`src/rtl/axi_lite_slave_regs.sv`:
```
// AXI4-Lite slave terminating into a bank of 32-bit control registers with flat output bus and write pulses.
// Optional AXI_LITE_SLAVE_SLVERR_EN: out-of-range accesses get SLVERR instead of aliasing by index.
module axi_lite_slave_regs #(
  parameter int C_S_AXI_ADDR_WIDTH = 32,
  parameter int C_S_AXI_DATA_WIDTH = 32,
  parameter int C_NUM_REGS         = 8
) (
  input  logic                                     S_AXI_ACLK,
  input  logic                                     S_AXI_ARESET,
  input  logic [C_S_AXI_ADDR_WIDTH-1:0]            S_AXI_AWADDR,
  input  logic [2:0]                               S_AXI_AWPROT,
  input  logic                                     S_AXI_AWVALID,
  output logic                                     S_AXI_AWREADY,
  input  logic [C_S_AXI_DATA_WIDTH-1:0]            S_AXI_WDATA,
  input  logic [C_S_AXI_DATA_WIDTH/8-1:0]          S_AXI_WSTRB,
  input  logic                                     S_AXI_WVALID,
  output logic                                     S_AXI_WREADY,
  output logic [1:0]                               S_AXI_BRESP,
  output logic                                     S_AXI_BVALID,
  input  logic                                     S_AXI_BREADY,
  input  logic [C_S_AXI_ADDR_WIDTH-1:0]            S_AXI_ARADDR,
  input  logic [2:0]                               S_AXI_ARPROT,
  input  logic                                     S_AXI_ARVALID,
  output logic                                     S_AXI_ARREADY,
  output logic [C_S_AXI_DATA_WIDTH-1:0]            S_AXI_RDATA,
  output logic [1:0]                               S_AXI_RRESP,
  output logic                                     S_AXI_RVALID,
  input  logic                                     S_AXI_RREADY,
  output logic [C_NUM_REGS*C_S_AXI_DATA_WIDTH-1:0] REG_OUT,
  output logic [C_NUM_REGS-1:0]                    REG_WR
);

  localparam int AW        = C_S_AXI_ADDR_WIDTH;
  localparam int DW        = C_S_AXI_DATA_WIDTH;
  localparam int STRB_W    = DW / 8;
  localparam int IDX_W     = $clog2(C_NUM_REGS);
  localparam int IDX_LSB   = 2;
  localparam int UPPER_LSB = IDX_LSB + IDX_W;

  localparam logic [1:0] RESP_OKAY   = 2'b00;
  localparam logic [1:0] RESP_SLVERR = 2'b10;

  typedef enum logic [1:0] {W_IDLE = 2'd0, W_WAIT = 2'd1, W_RESP = 2'd2} wstate_t;
  typedef enum logic       {R_IDLE = 1'b0, R_DATA = 1'b1} rstate_t;

  function automatic logic [IDX_W-1:0] addr_index(input logic [AW-1:0] a);
    return a[IDX_LSB +: IDX_W];
  endfunction

  function automatic logic addr_in_range(input logic [AW-1:0] a);
    return ((a >> UPPER_LSB) == '0);
  endfunction

  function automatic logic [DW-1:0] merge_lanes(input logic [DW-1:0] old_v,
                                                input logic [DW-1:0] new_v,
                                                input logic [STRB_W-1:0] strb);
    logic [DW-1:0] res;
    res = old_v;
    for (int b = 0; b < STRB_W; b++) begin
      if (strb[b]) res[b*8 +: 8] = new_v[b*8 +: 8];
      else         res[b*8 +: 8] = old_v[b*8 +: 8];
    end
    return res;
  endfunction

  wstate_t             wstate_r, wstate_s;
  rstate_t             rstate_r, rstate_s;
  logic                aw_done_r, aw_done_s, w_done_r, w_done_s;
  logic [AW-1:0]       awaddr_r;
  logic [DW-1:0]       wdata_r;
  logic [STRB_W-1:0]   wstrb_r;
  logic                awready_r, awready_s, wready_r, wready_s;
  logic                bvalid_r, bvalid_s;
  logic [1:0]          bresp_r, bresp_s;
  logic [C_NUM_REGS-1:0] reg_wr_r, reg_wr_s;
  logic                arready_r, arready_s, rvalid_r, rvalid_s;
  logic [DW-1:0]       rdata_r, rdata_s;
  logic [1:0]          rresp_r, rresp_s;
  logic [DW-1:0]       regs_r [C_NUM_REGS];
  logic                wr_en_s;

  logic                aw_hs_s, w_hs_s, ar_hs_s, have_aw_s, have_w_s;
  logic [AW-1:0]       wr_addr_s;
  logic [DW-1:0]       wr_data_s;
  logic [STRB_W-1:0]   wr_strb_s;
  logic [IDX_W-1:0]    wr_idx_s, rd_idx_s;
  logic                unused_s;

  assign aw_hs_s   = S_AXI_AWVALID && awready_r;
  assign w_hs_s    = S_AXI_WVALID && wready_r;
  assign ar_hs_s   = S_AXI_ARVALID && arready_r;
  assign have_aw_s = aw_done_r || aw_hs_s;
  assign have_w_s  = w_done_r || w_hs_s;
  // A handshake completing this cycle is used directly so the update lands one cycle later.
  assign wr_addr_s = aw_done_r ? awaddr_r : S_AXI_AWADDR;
  assign wr_data_s = w_done_r ? wdata_r : S_AXI_WDATA;
  assign wr_strb_s = w_done_r ? wstrb_r : S_AXI_WSTRB;
  assign wr_idx_s  = addr_index(wr_addr_s);
  assign rd_idx_s  = addr_index(S_AXI_ARADDR);
  assign unused_s  = ^{S_AXI_AWPROT, S_AXI_ARPROT, S_AXI_AWADDR, S_AXI_ARADDR, awaddr_r};

  // Write channel next-state and next-output decode.
  always_comb begin
    wstate_s  = wstate_r;
    aw_done_s = aw_done_r;
    w_done_s  = w_done_r;
    awready_s = awready_r;
    wready_s  = wready_r;
    bvalid_s  = bvalid_r;
    bresp_s   = bresp_r;
    reg_wr_s  = '0;
    wr_en_s   = 1'b0;
    case (wstate_r)
      W_IDLE, W_WAIT: begin
        if (have_aw_s && have_w_s) begin
          wstate_s  = W_RESP;
          aw_done_s = 1'b0;
          w_done_s  = 1'b0;
          awready_s = 1'b0;
          wready_s  = 1'b0;
          bvalid_s  = 1'b1;
`ifdef AXI_LITE_SLAVE_SLVERR_EN
          if (addr_in_range(wr_addr_s)) begin
            wr_en_s            = 1'b1;
            reg_wr_s[wr_idx_s] = 1'b1;
            bresp_s            = RESP_OKAY;
          end else begin
            wr_en_s = 1'b0;
            bresp_s = RESP_SLVERR;
          end
`else
          wr_en_s            = 1'b1;
          reg_wr_s[wr_idx_s] = 1'b1;
          bresp_s            = RESP_OKAY;
`endif
        end else if (have_aw_s || have_w_s) begin
          wstate_s  = W_WAIT;
          aw_done_s = have_aw_s;
          w_done_s  = have_w_s;
          awready_s = !have_aw_s;
          wready_s  = !have_w_s;
        end else begin
          wstate_s  = W_IDLE;
          awready_s = 1'b1;
          wready_s  = 1'b1;
        end
      end
      W_RESP: begin
        if (S_AXI_BREADY) begin
          wstate_s  = W_IDLE;
          bvalid_s  = 1'b0;
          awready_s = 1'b1;
          wready_s  = 1'b1;
        end else begin
          wstate_s  = W_RESP;
          bvalid_s  = 1'b1;
          awready_s = 1'b0;
          wready_s  = 1'b0;
        end
      end
      default: begin
        wstate_s  = W_IDLE;
        aw_done_s = 1'b0;
        w_done_s  = 1'b0;
        awready_s = 1'b0;
        wready_s  = 1'b0;
        bvalid_s  = 1'b0;
      end
    endcase
  end

  // Read channel next-state and next-output decode; data sampled before any same-cycle write.
  always_comb begin
    rstate_s  = rstate_r;
    arready_s = arready_r;
    rvalid_s  = rvalid_r;
    rdata_s   = rdata_r;
    rresp_s   = rresp_r;
    case (rstate_r)
      R_IDLE: begin
        if (ar_hs_s) begin
          rstate_s  = R_DATA;
          arready_s = 1'b0;
          rvalid_s  = 1'b1;
`ifdef AXI_LITE_SLAVE_SLVERR_EN
          if (addr_in_range(S_AXI_ARADDR)) begin
            rdata_s = regs_r[rd_idx_s];
            rresp_s = RESP_OKAY;
          end else begin
            rdata_s = '0;
            rresp_s = RESP_SLVERR;
          end
`else
          rdata_s = regs_r[rd_idx_s];
          rresp_s = RESP_OKAY;
`endif
        end else begin
          rstate_s  = R_IDLE;
          arready_s = 1'b1;
        end
      end
      R_DATA: begin
        if (S_AXI_RREADY) begin
          rstate_s  = R_IDLE;
          rvalid_s  = 1'b0;
          arready_s = 1'b1;
        end else begin
          rstate_s  = R_DATA;
          rvalid_s  = 1'b1;
          arready_s = 1'b0;
        end
      end
      default: begin
        rstate_s  = R_IDLE;
        arready_s = 1'b0;
        rvalid_s  = 1'b0;
      end
    endcase
  end

  // Control state, handshake capture and registered channel outputs.
  always_ff @(posedge S_AXI_ACLK) begin
    if (S_AXI_ARESET) begin
      wstate_r  <= W_IDLE;
      rstate_r  <= R_IDLE;
      aw_done_r <= 1'b0;
      w_done_r  <= 1'b0;
      awaddr_r  <= '0;
      wdata_r   <= '0;
      wstrb_r   <= '0;
      awready_r <= 1'b0;
      wready_r  <= 1'b0;
      bvalid_r  <= 1'b0;
      bresp_r   <= 2'b00;
      reg_wr_r  <= '0;
      arready_r <= 1'b0;
      rvalid_r  <= 1'b0;
      rdata_r   <= '0;
      rresp_r   <= 2'b00;
    end else begin
      wstate_r  <= wstate_s;
      rstate_r  <= rstate_s;
      aw_done_r <= aw_done_s;
      w_done_r  <= w_done_s;
      awready_r <= awready_s;
      wready_r  <= wready_s;
      bvalid_r  <= bvalid_s;
      bresp_r   <= bresp_s;
      reg_wr_r  <= reg_wr_s;
      arready_r <= arready_s;
      rvalid_r  <= rvalid_s;
      rdata_r   <= rdata_s;
      rresp_r   <= rresp_s;
      if (aw_hs_s) awaddr_r <= S_AXI_AWADDR;
      if (w_hs_s) begin
        wdata_r <= S_AXI_WDATA;
        wstrb_r <= S_AXI_WSTRB;
      end
    end
  end

  // Register bank with byte-lane write enables.
  always_ff @(posedge S_AXI_ACLK) begin
    if (S_AXI_ARESET) begin
      for (int k = 0; k < C_NUM_REGS; k++) regs_r[k] <= '0;
    end else if (wr_en_s) begin
      regs_r[wr_idx_s] <= merge_lanes(regs_r[wr_idx_s], wr_data_s, wr_strb_s);
    end
  end

  genvar gk;
  generate
    for (gk = 0; gk < C_NUM_REGS; gk++) begin : g_reg_out
      assign REG_OUT[gk*DW +: DW] = regs_r[gk];
    end
  endgenerate

  assign S_AXI_AWREADY = awready_r;
  assign S_AXI_WREADY  = wready_r;
  assign S_AXI_BVALID  = bvalid_r;
  assign S_AXI_BRESP   = bresp_r;
  assign S_AXI_ARREADY = arready_r;
  assign S_AXI_RVALID  = rvalid_r;
  assign S_AXI_RDATA   = rdata_r;
  assign S_AXI_RRESP   = rresp_r;
  assign REG_WR        = reg_wr_r;

endmodule
```
`config.mk`:
```
export PLATFORM = sky130hd
export DESIGN_NAME = axi_lite_slave_regs
export DESIGN_NICKNAME = d
export VERILOG_FILES = /design/src/rtl/axi_lite_slave_regs.sv
export SDC_FILE = /design/constraint.sdc
export NUM_CORES = 1
export LEC_CHECK = 0
export CORE_MARGIN = 10
export CORE_UTILIZATION = 45
export CTS_BUF_LIST = sky130_fd_sc_hd__clkbuf_8 sky130_fd_sc_hd__clkbuf_16
export CTS_CLUSTER_SIZE = 20
export DETAILED_ROUTE_END_ITERATION = 12
export PLACE_DENSITY = 0.85
export SYNTH_ARGS = -nofsm -noshare
export SYNTH_HDL_FRONTEND = slang
export SYNTH_SLANG_ARGS = --single-unit
```
`constraint.sdc`:
```
create_clock -name S_AXI_ACLK -period 5.9 [get_ports S_AXI_ACLK]
set_input_delay 0.59 -clock S_AXI_ACLK [delete_from_list [all_inputs] [get_ports S_AXI_ACLK]]
set_output_delay 0.59 -clock S_AXI_ACLK [all_outputs]
set_load 0.005 [all_outputs]
```
---- Word level (Yosys, flattened, before mapping) ----
Memories as Yosys holds them, arrays and structs flattened. A register that Yosys moved wholly into a read port is not among the register bits.
Index checks and enable logic that the tools add are counted.
operators by class
  bitwise operators ....................... 4
  magnitude comparators ................... 2
  mux-type cells .......................... 55
  reduce and logical (&&, ||, !) cells .... 20
  eq/ne operators ......................... 9
operators with widths
  kind                number
  $mux 8              12
  $mux 32             2
  $reduce_or 32->1    1
  $mux 1              25
  $pmux 1 s2          8
  $ne 3x3->1 const B  5
  $reduce_and 2->1    6
  $mux 4              2
  $logic_and 1x1->1   5
  $mux 5              1
  $lt 3x4->1 const B  1
  $mux 2              2
  $ne 2x2->1 const B  2
  $not 1->1           4
  $pmux 2 s2          1
  $demux 1 s3         1
  $ge 3x1->1 const B  1
  $logic_or 1x1->1    3
  $mux 3              1
  $reduce_or 3->1     1
  $eq 2x1->1 const B  1
  $eq 2x2->1 const B  1
  $logic_not 1->1     2
  $logic_not 2->1     1
  $reduce_or 2->1     1
word-level totals
  memory bits (writable) .................. 256
  memories ................................ 1
  register bits after elaboration ......... 59
  output and inout port bits .............. 305
memories
  memory  words  bits a word  read ports  clocked after Yosys merged registers in  wr ports  RTL line  source
  regs_r  8      32           9           1                                        8         79        logic [DW-1:0] regs_r [C_NUM_REGS];

---- Longest topological paths before layout ----
  depth after elaboration ................. 11
  depth in mapped cells ................... 10

---- Least setup slack after synthesis ----
OpenSTA, ideal clock, no wires.
  kind .................................... input port to flip-flop
  start point ............................. input port S_AXI_WVALID
  end point ............................... memory regs_r[1][16] (netlist name) (enable)
  path buffers ............................ 2
  stages on the path ...................... 9
  setup slack ............................. 3.320 ns
  data arrival time ....................... 2.205 ns
  library setup time ...................... 0.375 ns
  cells stage by stage .................... and2_1 > clkbuf_1 > nor2_1 > inv_1 > ha_1 > and3b_1 > buf_4 > nand2_4 > o21bai_1
RTL lines
  element      RTL line  source
  from (decl)  16        input logic S_AXI_WVALID,
  to (decl)    79

==> flow_summary.ini <==
[status]
outcome = finished clean

[final_layout]
design_area_um2 = 19600
ff_latch_area_um2 = 9470
diodes = 0
area.growth.synth_to_final_pct = 33.2
fill_count = 2561
nNetsFinal = 1673
drive_gt1_share_pct = 6.12
multi_input_combinational_cell_area_um2 = 4710

[cts]
cts-resized-gates = 0
htreeDepth = 2
post-cts-setup-buffer-count = 0
tritoncts_clock_tree = done
cts.sinks = 345
postCtsHoldBufs = 0
cts-buffers-inserted = 38
ctsRootBufferMaster = clkbuf_16
clk_path_buf_depth = 3
insertion_delay_ps = 520
cts.clk_slew.worst_paths_ps = 60

[synthesis]
synth_simple_gate_area_share_pct = 12.5
synthDominantAreaCellType = edfxtp_1
synth_compound_gate_area_share_pct = 10.1
synth_edf_count = 256
synth-adder-area-share_pct = 0.340
post_synth_xor_area_fraction_pct = 0
portion_of_the_post_synthesis_area_used_by_sequential_elements_pct = 64.3
synth_most_common_cell = nor2_1
netlist-cell-type-count = 35
yosys_warn_count = 0
post-synth-top-area-fraction_pct = 52.2
synthArstFlopShare_pct = 0
synthesis.area_um2 = 14700
portion_of_netlist_area_occupied_by_mux_cells_pct = 8.84
yosys_most_used_dff = edfxtp_1
synthesis.instances = 1251
postSynthRegisterBits = 345
postSynthAreaPerCell_um2 = 11.8
ys_top_cells_by_area = edfxtp_1 (52%), dfxtp_1 (12%), mux2i_1 (8.8%)
synth.top_cells.by_count = nor2_1 (304), edfxtp_1 (256), mux2i_1 (130)
dominant_combinational_cell_family_by_area_after_synthesis = simple AND/OR/NAND/NOR gates

[routing]
wirelength_met1_um = 18600
routed-via-count = 11400
drcViolationCount = 0
avgViaCountPerCell = 5.62
drt-initial-drc-count = 1044
routed.top_layer = met4
route.met3.wl_um = 5430
wl_per_cell_um = 24.5
drtPass1Iterations = 5
final_antenna_net_count = 0
routed_wl_um = 49800
dr_wl_met2_um = 23300

[hold_path]
hold_path_startpoint = wdata_r[5]$_SDFFE_PP0P_
timing.hold.worst.class = register to register

[place]
gp_congestion = 0.886
placed_area_um2 = 18300
placement.io_buffers = 349
place_hpwl_um = 36600

[global_route]
first_pass_grt_wire_length_um = 72500
grtUsageTotal_pct = 23.5
grt_remaining_overflow = 0
grt_start_max_net_pins = 81
antenna_found_initial = 0
grt_pass1_vias = 11400

[timing]
timing.max_slew.rel_slack_pct = 15.8
hold_viol_final = 0
worst_slew_pin_slew_ps = 1260
whs_ps = 453
fin_tns_setup_ps = 0
timing.final.setup_violations = 0
rsz0062_at_grt = no
final.period_utilization_pct = 62.7
max_freq_mhz = 270
fin_worst_skew_ps = 15.6
timing.final.max_slew_violations = 0
finalWorstPathRequiredPeriod_ps = 3700

[floorplanning]
die_x_um = 201
rows = 66
floorplan.die_area_um2 = 40400
core_region_area_um2 = 32400
ioPinCount = 418
dieHeight_um = 201
initial_utilization_pct = 45.5

[setup_path]
cp-startpoint = S_AXI_WVALID
crit-reg2reg-launch = S_AXI_WREADY$_SDFF_PP0_
arrival_ps = 3840
worstSetupPathType = input port to register
cp.required_ps = 6040
worstSetupEndpointType = register
worstSetupStartpointType = input port
path_max_fanout = 37

[power]
worst_ir_drop_vdd_mv = 0.214
cellLeakagePower_nw = 7.19
p_per_area_nw_per_um2 = 297

[job]
max-cap-violations = 0
[flip-flops by register name, summed over array words and instances (netlist names), 2 cells and up]
register	count
wdata_r	32
awaddr_r	3
wstrb_r	4
wstate_r	2
REG_WR	8
regs_r	256
S_AXI_RDATA	32
[report_power, final]
group / internal, mW / switching [mW]
registers: 2.71 / 0.0761
clock network: 1.42 / 0.965
logic: 0.286 / 0.377
[metal layers]
metal  global-route usage [%]  vias up
li1                         -     5057
met1                     27.7     5552
met2                     37.6      669
met3                     7.66      114
met4                     12.6        0
met5                        0        -
[cell type report]
class,instances,area share (%)
clock buffer,45,5.57
clock inverter,25,0.976
inverter,12,0.230
multi-input combinational,803,24.0
sequential,345,48.3
tap,442,2.82
timing repair buffer,356,18.1
[cell usage in the layout, fill, tap and decap left out, drive strengths merged, types with 3 or more instances in the layout]
| cell type | count |
|---|---|
| clkdlybuf4s50 | 347 |
| nor2 | 304 |
| edfxtp | 256 |
| mux2i | 130 |
| a22oi | 97 |
| nand2 | 90 |
| dfxtp | 89 |
| a21oi | 76 |
| clkbuf | 45 |
| nor3 | 33 |
| o21bai | 32 |
| inv | 21 |
| clkinv | 13 |
| buf | 9 |
| nor2b | 8 |
| and2 | 6 |
| nand2b | 4 |
| ha | 4 |
| conb | 4 |
| nand3 | 3 |
[kinds of logic (layout without fill, tap and decap cells)]
kind of cell / count (synthesis) / after routing
AO/OA/AOI/OAI: 214 / 214
AND/OR/NAND/NOR: 451 / 451
adder cells (fa/ha/maj): 4 / 4
flip-flops: 345 / 345
multiplexers: 130 / 130
buffers and inverters: 106 / 438
other: 1 / 4
[worst max-delay path, cell delays in order]
cell             delay, ps
clkdlybuf4s50_1        470
and2_1                 120
buf_4                  370
nor2_1                 160
inv_1                  120
ha_1                   220
and3b_1                460
nand2_4                410
o21bai_1               890
[path summary, 6_finish.rpt]
kind | slack [ps] | depth (start not counted) | end
max | 2200 | 9 | regs_r[5][5]$_SDFFCE_PN0P_
min | 450 | 2 | wdata_r[5]$_SDFFE_PP0P_
max reg2reg | 2380 | 8 | regs_r[5][5]$_SDFFCE_PN0P_
min reg2reg | 450 | 2 | wdata_r[5]$_SDFFE_PP0P_
[stage by stage]
| stage | utilization [%] | cells | setup WS [ps] | power [mW] |
|---|---|---|---|---|
| floorplan | - | 1254 | 3320 | 3.13 |
| global placement | 56.6 | 1958 | 1820 | 3.47 |
| detailed placement | 56.6 | 1958 | 1710 | 3.49 |
| CTS | 60.6 | 2028 | 2250 | 5.84 |
| global route | 60.6 | 2028 | 2010 | 6.01 |
| finish | 60.6 | 2028 | 2200 | 5.83 |
Note: power is estimated with default switching activity, not from simulation.
